**src/rtl/mem_access_ctrl.sv**
```systemverilog
// mem_access_ctrl: sequences 32-bit MEM-stage loads/stores onto a 16-bit
// asynchronous SRAM as two half-word phases (low half, then high half).
// The pipeline is frozen while an access is in flight. All SRAM-side
// outputs are registered. The FSM state is exported on dbg_state_o.
module mem_access_ctrl #(
  parameter int unsigned SRAM_AW     = 17,
  parameter int unsigned WAIT_CYCLES = 2,
  parameter logic [31:0] BASE_ADDR   = 32'd1024
) (
  input  logic               clk,
  input  logic               rst,
  input  logic               MEM_R_en,
  input  logic               MEM_W_en,
  input  logic [31:0]        ALU_result,
  input  logic [31:0]        ST_val,
  output logic               freeze,
  output logic [31:0]        Mem_read_value,
  output logic               ready,
  output logic [SRAM_AW-1:0] SRAM_ADDR,
  output logic [15:0]        SRAM_DQ_out,
  input  logic [15:0]        SRAM_DQ_in,
  output logic               SRAM_DQ_oe,
  output logic               SRAM_WE_N,
  output logic               SRAM_OE_N,
  output logic [1:0]         dbg_state_o
);

  // Handshake: a request (MEM_R_en | MEM_W_en) is accepted only in IDLE.
  // freeze is raised combinationally in that same cycle and stays high until
  // the DONE cycle, where ready pulses for exactly one cycle and the pipeline
  // advances. Request inputs are ignored outside IDLE.

  typedef enum logic [1:0] {
    IDLE = 2'd0,
    LO   = 2'd1,
    HI   = 2'd2,
    DONE = 2'd3
  } state_e;

  localparam logic [2:0] LAST_CNT = 3'(WAIT_CYCLES);

  state_e               state_q, state_d;
  logic [2:0]           cnt_q, cnt_d;
  logic                 is_store_q, is_store_d;
  logic [SRAM_AW-2:0]   word_q, word_d;
  logic [31:0]          st_q, st_d;
  logic [15:0]          lo_q, lo_d;
  logic [31:0]          rdata_q, rdata_d;

  logic [SRAM_AW-1:0]   addr_q, addr_d;
  logic [15:0]          dq_out_q, dq_out_d;
  logic                 dq_oe_q, dq_oe_d;
  logic                 we_n_q, we_n_d;
  logic                 oe_n_q, oe_n_d;
  logic                 ready_q, ready_d;

  logic                 req;
  logic                 phase_last;
  logic [31:0]          offset;
  logic                 unused_bits;

  assign req        = MEM_R_en | MEM_W_en;
  assign phase_last = (cnt_q == LAST_CNT);
  // Byte offset from the SRAM window; bits [1:0] and anything above the
  // halfword-address range are dropped, so out-of-window addresses wrap.
  assign offset      = ALU_result - BASE_ADDR;
  assign unused_bits = ^{offset[31:SRAM_AW+1], offset[1:0]};

  // Next-state logic: phase sequencing, request latching, read capture.
  always_comb begin
    state_d    = state_q;
    cnt_d      = cnt_q;
    is_store_d = is_store_q;
    word_d     = word_q;
    st_d       = st_q;
    lo_d       = lo_q;
    rdata_d    = rdata_q;
    case (state_q)
      IDLE: begin
        if (req) begin
          state_d    = LO;
          cnt_d      = 3'd0;
          is_store_d = MEM_W_en;
          word_d     = offset[SRAM_AW:2];
          st_d       = ST_val;
        end
      end
      LO: begin
        if (phase_last) begin
          state_d = HI;
          cnt_d   = 3'd0;
          if (!is_store_q) lo_d = SRAM_DQ_in;
        end else begin
          cnt_d = cnt_q + 3'd1;
        end
      end
      HI: begin
        if (phase_last) begin
          state_d = DONE;
          cnt_d   = 3'd0;
          if (!is_store_q) rdata_d = {SRAM_DQ_in, lo_q};
        end else begin
          cnt_d = cnt_q + 3'd1;
        end
      end
      DONE: begin
        state_d = IDLE;
      end
      default: begin
        state_d = IDLE;
      end
    endcase
  end

  // Registered SRAM outputs, derived from where the FSM will be next cycle.
  // WE_N goes high on the last cycle of a store phase so the write strobe
  // rises before the address moves on.
  always_comb begin
    addr_d   = addr_q;
    dq_out_d = dq_out_q;
    dq_oe_d  = 1'b0;
    we_n_d   = 1'b1;
    oe_n_d   = 1'b1;
    ready_d  = (state_d == DONE);
    if ((state_d == LO) || (state_d == HI)) begin
      addr_d = {word_d, (state_d == HI)};
      if (is_store_d) begin
        dq_oe_d  = 1'b1;
        dq_out_d = (state_d == HI) ? st_d[31:16] : st_d[15:0];
        we_n_d   = (cnt_d == LAST_CNT);
      end else begin
        oe_n_d = 1'b0;
      end
    end
  end

  // State and output registers; reset aborts any access and releases strobes.
  always_ff @(posedge clk or negedge rst) begin
    if (!rst) begin
      state_q    <= IDLE;
      cnt_q      <= 3'd0;
      is_store_q <= 1'b0;
      word_q     <= '0;
      st_q       <= '0;
      lo_q       <= '0;
      rdata_q    <= '0;
      addr_q     <= '0;
      dq_out_q   <= '0;
      dq_oe_q    <= 1'b0;
      we_n_q     <= 1'b1;
      oe_n_q     <= 1'b1;
      ready_q    <= 1'b0;
    end else begin
      state_q    <= state_d;
      cnt_q      <= cnt_d;
      is_store_q <= is_store_d;
      word_q     <= word_d;
      st_q       <= st_d;
      lo_q       <= lo_d;
      rdata_q    <= rdata_d;
      addr_q     <= addr_d;
      dq_out_q   <= dq_out_d;
      dq_oe_q    <= dq_oe_d;
      we_n_q     <= we_n_d;
      oe_n_q     <= oe_n_d;
      ready_q    <= ready_d;
    end
  end

  // freeze is combinational so the pipeline holds in the request cycle.
  always_comb begin
    freeze = 1'b0;
    if (rst) begin
      if (state_q == IDLE) freeze = req;
      else                 freeze = (state_q != DONE);
    end
  end

  assign Mem_read_value = rdata_q;
  assign ready          = ready_q;
  assign SRAM_ADDR      = addr_q;
  assign SRAM_DQ_out    = dq_out_q;
  assign SRAM_DQ_oe     = dq_oe_q;
  assign SRAM_WE_N      = we_n_q;
  assign SRAM_OE_N      = oe_n_q;
  assign dbg_state_o    = state_q;

endmodule

```
**config.mk**
```make
export PLATFORM = sky130hd
export DESIGN_NAME = mem_access_ctrl
export DESIGN_NICKNAME = d
export VERILOG_FILES = /design/src/rtl/mem_access_ctrl.sv
export SDC_FILE = /design/constraint.sdc
export NUM_CORES = 1
export LEC_CHECK = 0
export ABC_AREA = 1
export CAP_MARGIN = 20
export CORE_MARGIN = 2
export CORE_UTILIZATION = 48
export CTS_CLUSTER_DIAMETER = 100
export DETAILED_ROUTE_END_ITERATION = 16
export GPL_ROUTABILITY_DRIVEN = 0
export PLACE_DENSITY = 0.79
export SLEW_MARGIN = 0
export SYNTH_ARGS = -nofsm -noshare
export SYNTH_HDL_FRONTEND = slang
export SYNTH_SLANG_ARGS = --single-unit
```
**constraint.sdc**
```tcl
create_clock -name clk -period 2.82 [get_ports clk]
set_input_delay 0.564 -clock clk [delete_from_list [all_inputs] [get_ports clk]]
set_output_delay 0.564 -clock clk [all_outputs]
set_load 0.05 [all_outputs]
```
==> flow_metrics.tcl, run 1 <==
set metrics [dict create \
    critPathRequiredTime_ps 3120 \
    syn_to_final_growth_pct 37.4 \
    max_clock_freq_ghz 0.412 \
    fin_crit_ps 2430 \
    number_of_antenna_violations_at_the_first_check_in_global_routing 0 \
    drive_gt1_share_pct 7.15 \
    die_w_um 114 \
    dr.pass1.iters 5 \
    ff2ff_setup_slack_ps 390 \
    grt_pass1_vias 4752 \
    mappedNetlistNets 746 \
    peakVddDrop_mv 0.930 \
    post_drt_via_cell_ratio 5.05 \
    initial_utilization_pct 48.6 \
    num_antenna_cells 0 \
    totalNegativeSetupSlack_ps 0 \
    ys_types 30 \
    synth_common_cells "sky130_fd_sc_hd__nand2_1 (250), sky130_fd_sc_hd__dfrtp_1 (137), sky130_fd_sc_hd__nand3_1 (63), sky130_fd_sc_hd__inv_1 (62), sky130_fd_sc_hd__o21ai_0 (61)" \
    grt_first_pass_wirelength_um 22200 \
    critPathMaxFanout 13 \
    die_height_um 114 \
    end_kind "flop" \
    synth_top_cell_by_area "sky130_fd_sc_hd__dfrtp_1" \
    cts.root.buffer_cell "sky130_fd_sc_hd__clkbuf_16" \
    finalInstanceArea_mm2 0.00795 \
    cts_inserted_buffers 17 \
    grt_setup_unrepaired "false" \
    reg2reg_to "SRAM_DQ_out[9]$_DFFE_PN0P_" \
    std_cell_rows 40 \
    postRouteWirelength_um 13400 \
    grt_max_degree 76 \
    tightest_slew_ps 943 \
    postLayoutCoreUtil_pct 66.8 \
    power_mw 11.6 \
    async_flop_share_pct 100 \
    ys.warnings.count 0 \
    final_max_slew_viol_count 0 \
    routed-via-count 4840 \
    hold-worst-slack_ps 333 \
    worstSetupEndpoint "SRAM_DQ_out[9]$_DFFE_PN0P_" \
    finalWorstSetupSlack_ps 395 \
    post-synth-top-count-cell "sky130_fd_sc_hd__nand2_1" \
    clkSinkCount 139 \
    maxCapViolCount 0 \
    yosys.area.top_type_share_pct 59.2 \
    ys_seq_elements 139 \
    detailed_place_hpwl_um 9200 \
    critPathLaunchType "flop" \
    finalHoldViolCount 0 \
    drt_drc_violations_left 0 \
    drtIter0Drc 340 \
    max_slew_margin_pct 37.1 \
    synth.top_cells.by_area "sky130_fd_sc_hd__dfrtp_1 (59%), sky130_fd_sc_hd__nand2_1 (16%), sky130_fd_sc_hd__nand3_1 (5.4%)" \
    timing.critical_path.from "dbg_state_o[1]$_DFF_PN0_" \
    reg2reg_depth 10 \
    clock_tree_from_tritoncts "built" \
    synth_ff_type "sky130_fd_sc_hd__dfrtp_1" \
    skew_ps 7.69 \
    worst_case_clock_buffer_depth 2 \
    placement.cell_area_mm2 0.00734 \
    power_density_mw_per_mm2 1460 \
    boundaryPins 156 \
    leakagePower_nw 4.04 \
    post_layout_nonfiller_instances 958 \
    die_area_mm2 0.0130 \
    gr-usage-all-layers_pct 21.6 \
    post-place-cells 926 \
    class_of_the_tightest_hold_or_removal_check "in -> async" \
    layout_worst_path_cycle_share_pct 86.0 \
    drt_antenna_net_count 0 \
    yosysSeqAreaShare_pct 60.1 \
    synth_edf_count 0 \
    clk_pin_slew_ps 60 \
    worst_skew_pair.late_latency_ps 410 \
    setup-violations-final 0 \
    result_of_the_run "finished clean" \
    post_cts_resized 0 \
    postSynthCellCount 654 \
    port-buffer-count 139 \
    core_region_area_mm2 0.0119 \
    place_ws_ps 244 \
    hold_buf_cts 0 \
    netlist_area_mm2 0.00579 \
    wl_per_cell_um 13.9 \
    reg2reg_from "dbg_state_o[1]$_DFF_PN0_" \
    critPathArrivalTime_ps 2720 \
    critPathKind "reg -> reg" \
    cts_htree_levels 4 \
    syn_avg_cell_area_um2 8.85 \
    grt.overflow.total 0 \
    cts.repair_timing.setup_buffer_count 0 \
    final_nets 891 \
]
## critical path, stage by stage (launching register included)
cell and delay, ps:
sky130_fd_sc_hd__dfrtp_1 430, sky130_fd_sc_hd__inv_1 140, sky130_fd_sc_hd__ha_1 300, sky130_fd_sc_hd__nand3_1 200
sky130_fd_sc_hd__o21ai_0 360, sky130_fd_sc_hd__ha_1 320, sky130_fd_sc_hd__inv_1 170, sky130_fd_sc_hd__nor2_8 100
sky130_fd_sc_hd__buf_4 180, sky130_fd_sc_hd__nand3_1 70, sky130_fd_sc_hd__nand2_1 50
## kinds of logic (layout without fill, tap and decap cells)
| logic type | after synthesis | after routing | share of synthesized area (%) |
|---|---|---|---|
| fa+ha+maj | 8 | 8 | 1.73 |
| simple gates | 339 | 339 | 24.1 |
| buf+inv | 92 | 249 | 6.74 |
| flops | 139 | 139 | 60.1 |
| xor+xnor | 2 | 2 | 0.303 |
| compound gates | 74 | 74 | 6.94 |
## power breakdown
| part | switching, mW | internal (mW) | leakage (nW) |
|---|---|---|---|
| Clock | 0.814 | 1.40 | 0.281 |
| Combinational | 3.94 | 1.95 | 2.12 |
| Sequential | 0.466 | 3.01 | 1.64 |
## placed cells by master (no fill, tap or decap), types with 8 or more instances in the layout
| cell | n |
|---|---|
| sky130_fd_sc_hd__clkbuf_16 | 17 |
| sky130_fd_sc_hd__ha_1 | 8 |
| sky130_fd_sc_hd__o21ai_0 | 61 |
| sky130_fd_sc_hd__dfrtp_1 | 137 |
| sky130_fd_sc_hd__nand2_1 | 250 |
| sky130_fd_sc_hd__a31oi_1 | 8 |
| sky130_fd_sc_hd__nor2_1 | 16 |
| sky130_fd_sc_hd__inv_1 | 62 |
| sky130_fd_sc_hd__clkdlybuf4s50_1 | 137 |
| sky130_fd_sc_hd__buf_4 | 12 |
| sky130_fd_sc_hd__nand3_1 | 63 |
## sequential cells by signal, summed over array words and instances, names as in the netlist
register and cells:
SRAM_OE_N 1, is_store_q 1, st_q 32, word_q 16, dbg_state_o 2, lo_q 16
SRAM_WE_N 1, cnt_q 3, Mem_read_value 32, SRAM_DQ_out 16, SRAM_DQ_oe 1, ready 1
SRAM_ADDR 17
## routing by layer
| layer | global-route usage (%) | vias up | wire (um) | share of wire [%] |
|---|---|---|---|---|
| li1 | - | 2345 | - | - |
| met1 | 28.5 | 2317 | 5900 | 44 |
| met2 | 35.5 | 163 | 6520 | 49 |
| met3 | 5.37 | 15 | 794 | 5.9 |
| met4 | 6.99 | 0 | 148 | 1.1 |
| met5 | 0 | - | 0 | 0 |
## worst min path at each step
stage	start	to	slack, ps	cells past startpoint
floorplan	rst	Mem_read_value[0]$_DFFE_PN0P_	270	0
global route	rst	lo_q[5]$_DFFE_PN0P_	390	2
finish	rst	lo_q[5]$_DFFE_PN0P_	330	2
global placement	st_q[31]$_DFF_PN0_	st_q[31]$_DFF_PN0_	460	2
detailed placement	st_q[22]$_DFF_PN0_	st_q[22]$_DFF_PN0_	460	2
CTS	rst	lo_q[7]$_DFFE_PN0P_	350	2
## area by class of cell
class	count	area, um^2
fill	923	3960
clock inverter	12	149
multi-input combinational	423	1920
sequential	139	3480
tap	147	184
timing repair buffer	153	1530
inverter	65	246
clock buffer	19	443
No activity file was read; power rests on OpenSTA's default activity.
==> run 2, diff against run 1 <==
- CORE_ASPECT_RATIO: default -> 1.5
- PLACE_DENSITY: 0.79 -> default
- PLACE_DENSITY_LB_ADDON: default -> 0.15
==> run 2 against run 1 <==
Against the previous run:
- register-to-register slack about the same
- critical path depth unchanged
- sequential share of layout area down 0.10 points
- setup slack better by 5.1 ps
- clock-buffer cell count up 3
- die area up 0.14%
- routed wire length down 2.2%
- maximum frequency up 0.21%
- clock power up 2%
- critical path type unchanged
==> flow_metrics.tcl, run 2 (synthesis gave the netlist of run 1 again) <==
set metrics [dict create \
    result_of_the_run "finished clean" \
    tightest_slew_ps 720 \
    boundaryPins 156 \
    setup-violations-final 0 \
    die_height_um 138 \
    timing.critical_path.from "dbg_state_o[1]$_DFF_PN0_" \
    grt_first_pass_wirelength_um 21600 \
    grt_setup_unrepaired "false" \
    core_region_area_mm2 0.0119 \
    clockPowerShare_pct 19.6 \
    std_cell_rows 49 \
    finalHoldViolCount 0 \
    detailed_place_hpwl_um 8760 \
    final_max_slew_viol_count 0 \
    wl_per_cell_um 13.6 \
    cts.repair_timing.setup_buffer_count 0 \
    reg2reg_from "dbg_state_o[1]$_DFF_PN0_" \
    worst_case_clock_buffer_depth 2 \
    power_switching_mw 5.19 \
    critPathArrivalTime_ps 2720 \
    reg2reg_to "SRAM_DQ_out[11]$_DFFE_PN0P_" \
    number_of_antenna_violations_at_the_first_check_in_global_routing 0 \
    max_clock_freq_ghz 0.413 \
    fin_crit_ps 2420 \
    worst_skew_pair.late_latency_ps 410 \
    class_of_the_tightest_hold_or_removal_check "in -> async" \
    die_w_um 93.7 \
    clk_pin_slew_ps 60 \
    fillerInstances 985 \
    clkSinkCount 139 \
    clock_tree_from_tritoncts "built" \
    routed-via-count 4753 \
    grt_max_degree 140 \
    combinationalPowerShare_pct 50.6 \
    sequential_cell_fraction_of_total_power_pct 29.7 \
    dr.pass1.iters 5 \
    drt_antenna_net_count 0 \
    max_slew_margin_pct 52.0 \
    maxCapViolCount 0 \
    critPathRequiredTime_ps 3120 \
    switching_share_pct 44.8 \
    drive_gt1_share_pct 6.91 \
    peakVddDrop_mv 0.929 \
    power_density_mw_per_mm2 1450 \
    reg2reg_depth 10 \
    num_antenna_cells 0 \
    drt_drc_violations_left 0 \
    internal_power_mw 6.39 \
    grt.overflow.total 0 \
    initial_utilization_pct 48.7 \
    ff2ff_setup_slack_ps 400 \
    cts_inserted_buffers 17 \
    critPathLaunchType "flop" \
    critPathKind "reg -> reg" \
    gr-usage-all-layers_pct 21.1 \
    cts.root.buffer_cell "sky130_fd_sc_hd__clkbuf_16" \
    worstSetupEndpoint "SRAM_DQ_out[11]$_DFFE_PN0P_" \
    leakagePower_nw 4.05 \
    totalNegativeSetupSlack_ps 0 \
    skew_ps 6.40 \
    syn_to_final_growth_pct 37.7 \
    cts_htree_levels 4 \
    power_mw 11.6 \
    layout.cells.most_common_list "sky130_fd_sc_hd__nand2_1 (250), sky130_fd_sc_hd__dfrtp_1 (137), sky130_fd_sc_hd__clkdlybuf4s50_1 (137), sky130_fd_sc_hd__nand3_1 (63), sky130_fd_sc_hd__inv_1 (62)" \
    post_drt_via_cell_ratio 4.94 \
    mostFrequentLayoutCell "sky130_fd_sc_hd__nand2_1" \
    end_kind "flop" \
    grt_pass1_vias 4698 \
    port-buffer-count 139 \
    critPathMaxFanout 16 \
    hold_buf_cts 0 \
    die_area_mm2 0.0130 \
    post_cts_resized 0 \
    drtIter0Drc 305 \
    layout_worst_path_cycle_share_pct 85.8 \
    postRouteWirelength_um 13100 \
    final_nets 890 \
]
==> run 2: cell types whose count changed in the layout (fill, tap and decap cells not counted), sizes merged <==
| cell | previous run | this run |
|---|---|---|
| clkbuf | 19 | 22 |
| buf | 16 | 15 |
| clkinv | 6 | 3 |
| inv | 64 | 66 |
| clkinvlp | 4 | 2 |
==> run 2: metal layers <==
layer / up-vias / global-route usage [%] / part of all wire (%)
li1: 2343 / - / -
met1: 2233 / 25.9 / 41
met2: 156 / 34.9 / 50
met3: 21 / 6.32 / 6.4
met4: 0 / 7.78 / 1.8
met5: - / 0 / 0
==> run 2: worst min path at each step <==
stage / start / endpoint / depth (start not counted) / slack, ps
CTS: rst / Mem_read_value[15]$_DFFE_PN0P_ / 2 / 300
detailed placement: st_q[30]$_DFF_PN0_ / st_q[30]$_DFF_PN0_ / 2 / 460
finish: rst / Mem_read_value[15]$_DFFE_PN0P_ / 2 / 260
floorplan: rst / Mem_read_value[0]$_DFFE_PN0P_ / 0 / 270
global placement: st_q[24]$_DFF_PN0_ / st_q[24]$_DFF_PN0_ / 2 / 460
global route: rst / Mem_read_value[15]$_DFFE_PN0P_ / 2 / 340
==> run 2: per-stage QoR <==
stage                     hold slack [ps]  std cells  setup WS (ps)  area (um^2)  utilization, %
after floorplan                       268        654            133         5790               -
after global placement                458        931            228         7340            61.7
after detailed placement              461        931            174         7340            61.7
after CTS                             301        962            377         7950            66.9
after global routing                  338        963            162         7970            67.0
final                                 264        963            400         7970            67.0
==> run 2: cell type report <==
| type | count | area [um^2] | area share (%) |
|---|---|---|---|
| flip-flops and latches | 139 | 3480 | 43.7 |
| multi-input cells | 423 | 1920 | 24.0 |
| repair buffers | 152 | 1530 | 19.1 |
| clock buffers | 22 | 474 | 5.95 |
| inverters | 65 | 246 | 3.09 |
| well taps | 153 | 191 | 2.40 |
| clock inverters | 9 | 136 | 1.71 |
==> run 2: power groups by stage <==
stage	Sequential, mW	Combinational, mW	Clock (mW)
2_1_floorplan	5.06	2.46	0
3_3_place_gp	3.44	5.74	0
3_5_place_dp	3.47	5.87	0
4_1_cts	3.45	5.91	2.32
5_1_grt	3.56	6.42	2.41
6_report	3.44	5.86	2.27
==> run 2: worst max-delay path: stages (launching register included) <==
cell                      delay, ps
sky130_fd_sc_hd__dfrtp_1        420
sky130_fd_sc_hd__inv_1          130
sky130_fd_sc_hd__ha_1           270
sky130_fd_sc_hd__nand3_1        190
sky130_fd_sc_hd__o21ai_0        370
sky130_fd_sc_hd__ha_1           220
sky130_fd_sc_hd__inv_1          110
sky130_fd_sc_hd__nor2_8         280
sky130_fd_sc_hd__inv_4          160
sky130_fd_sc_hd__nand2_1         90
sky130_fd_sc_hd__nand2_1         60
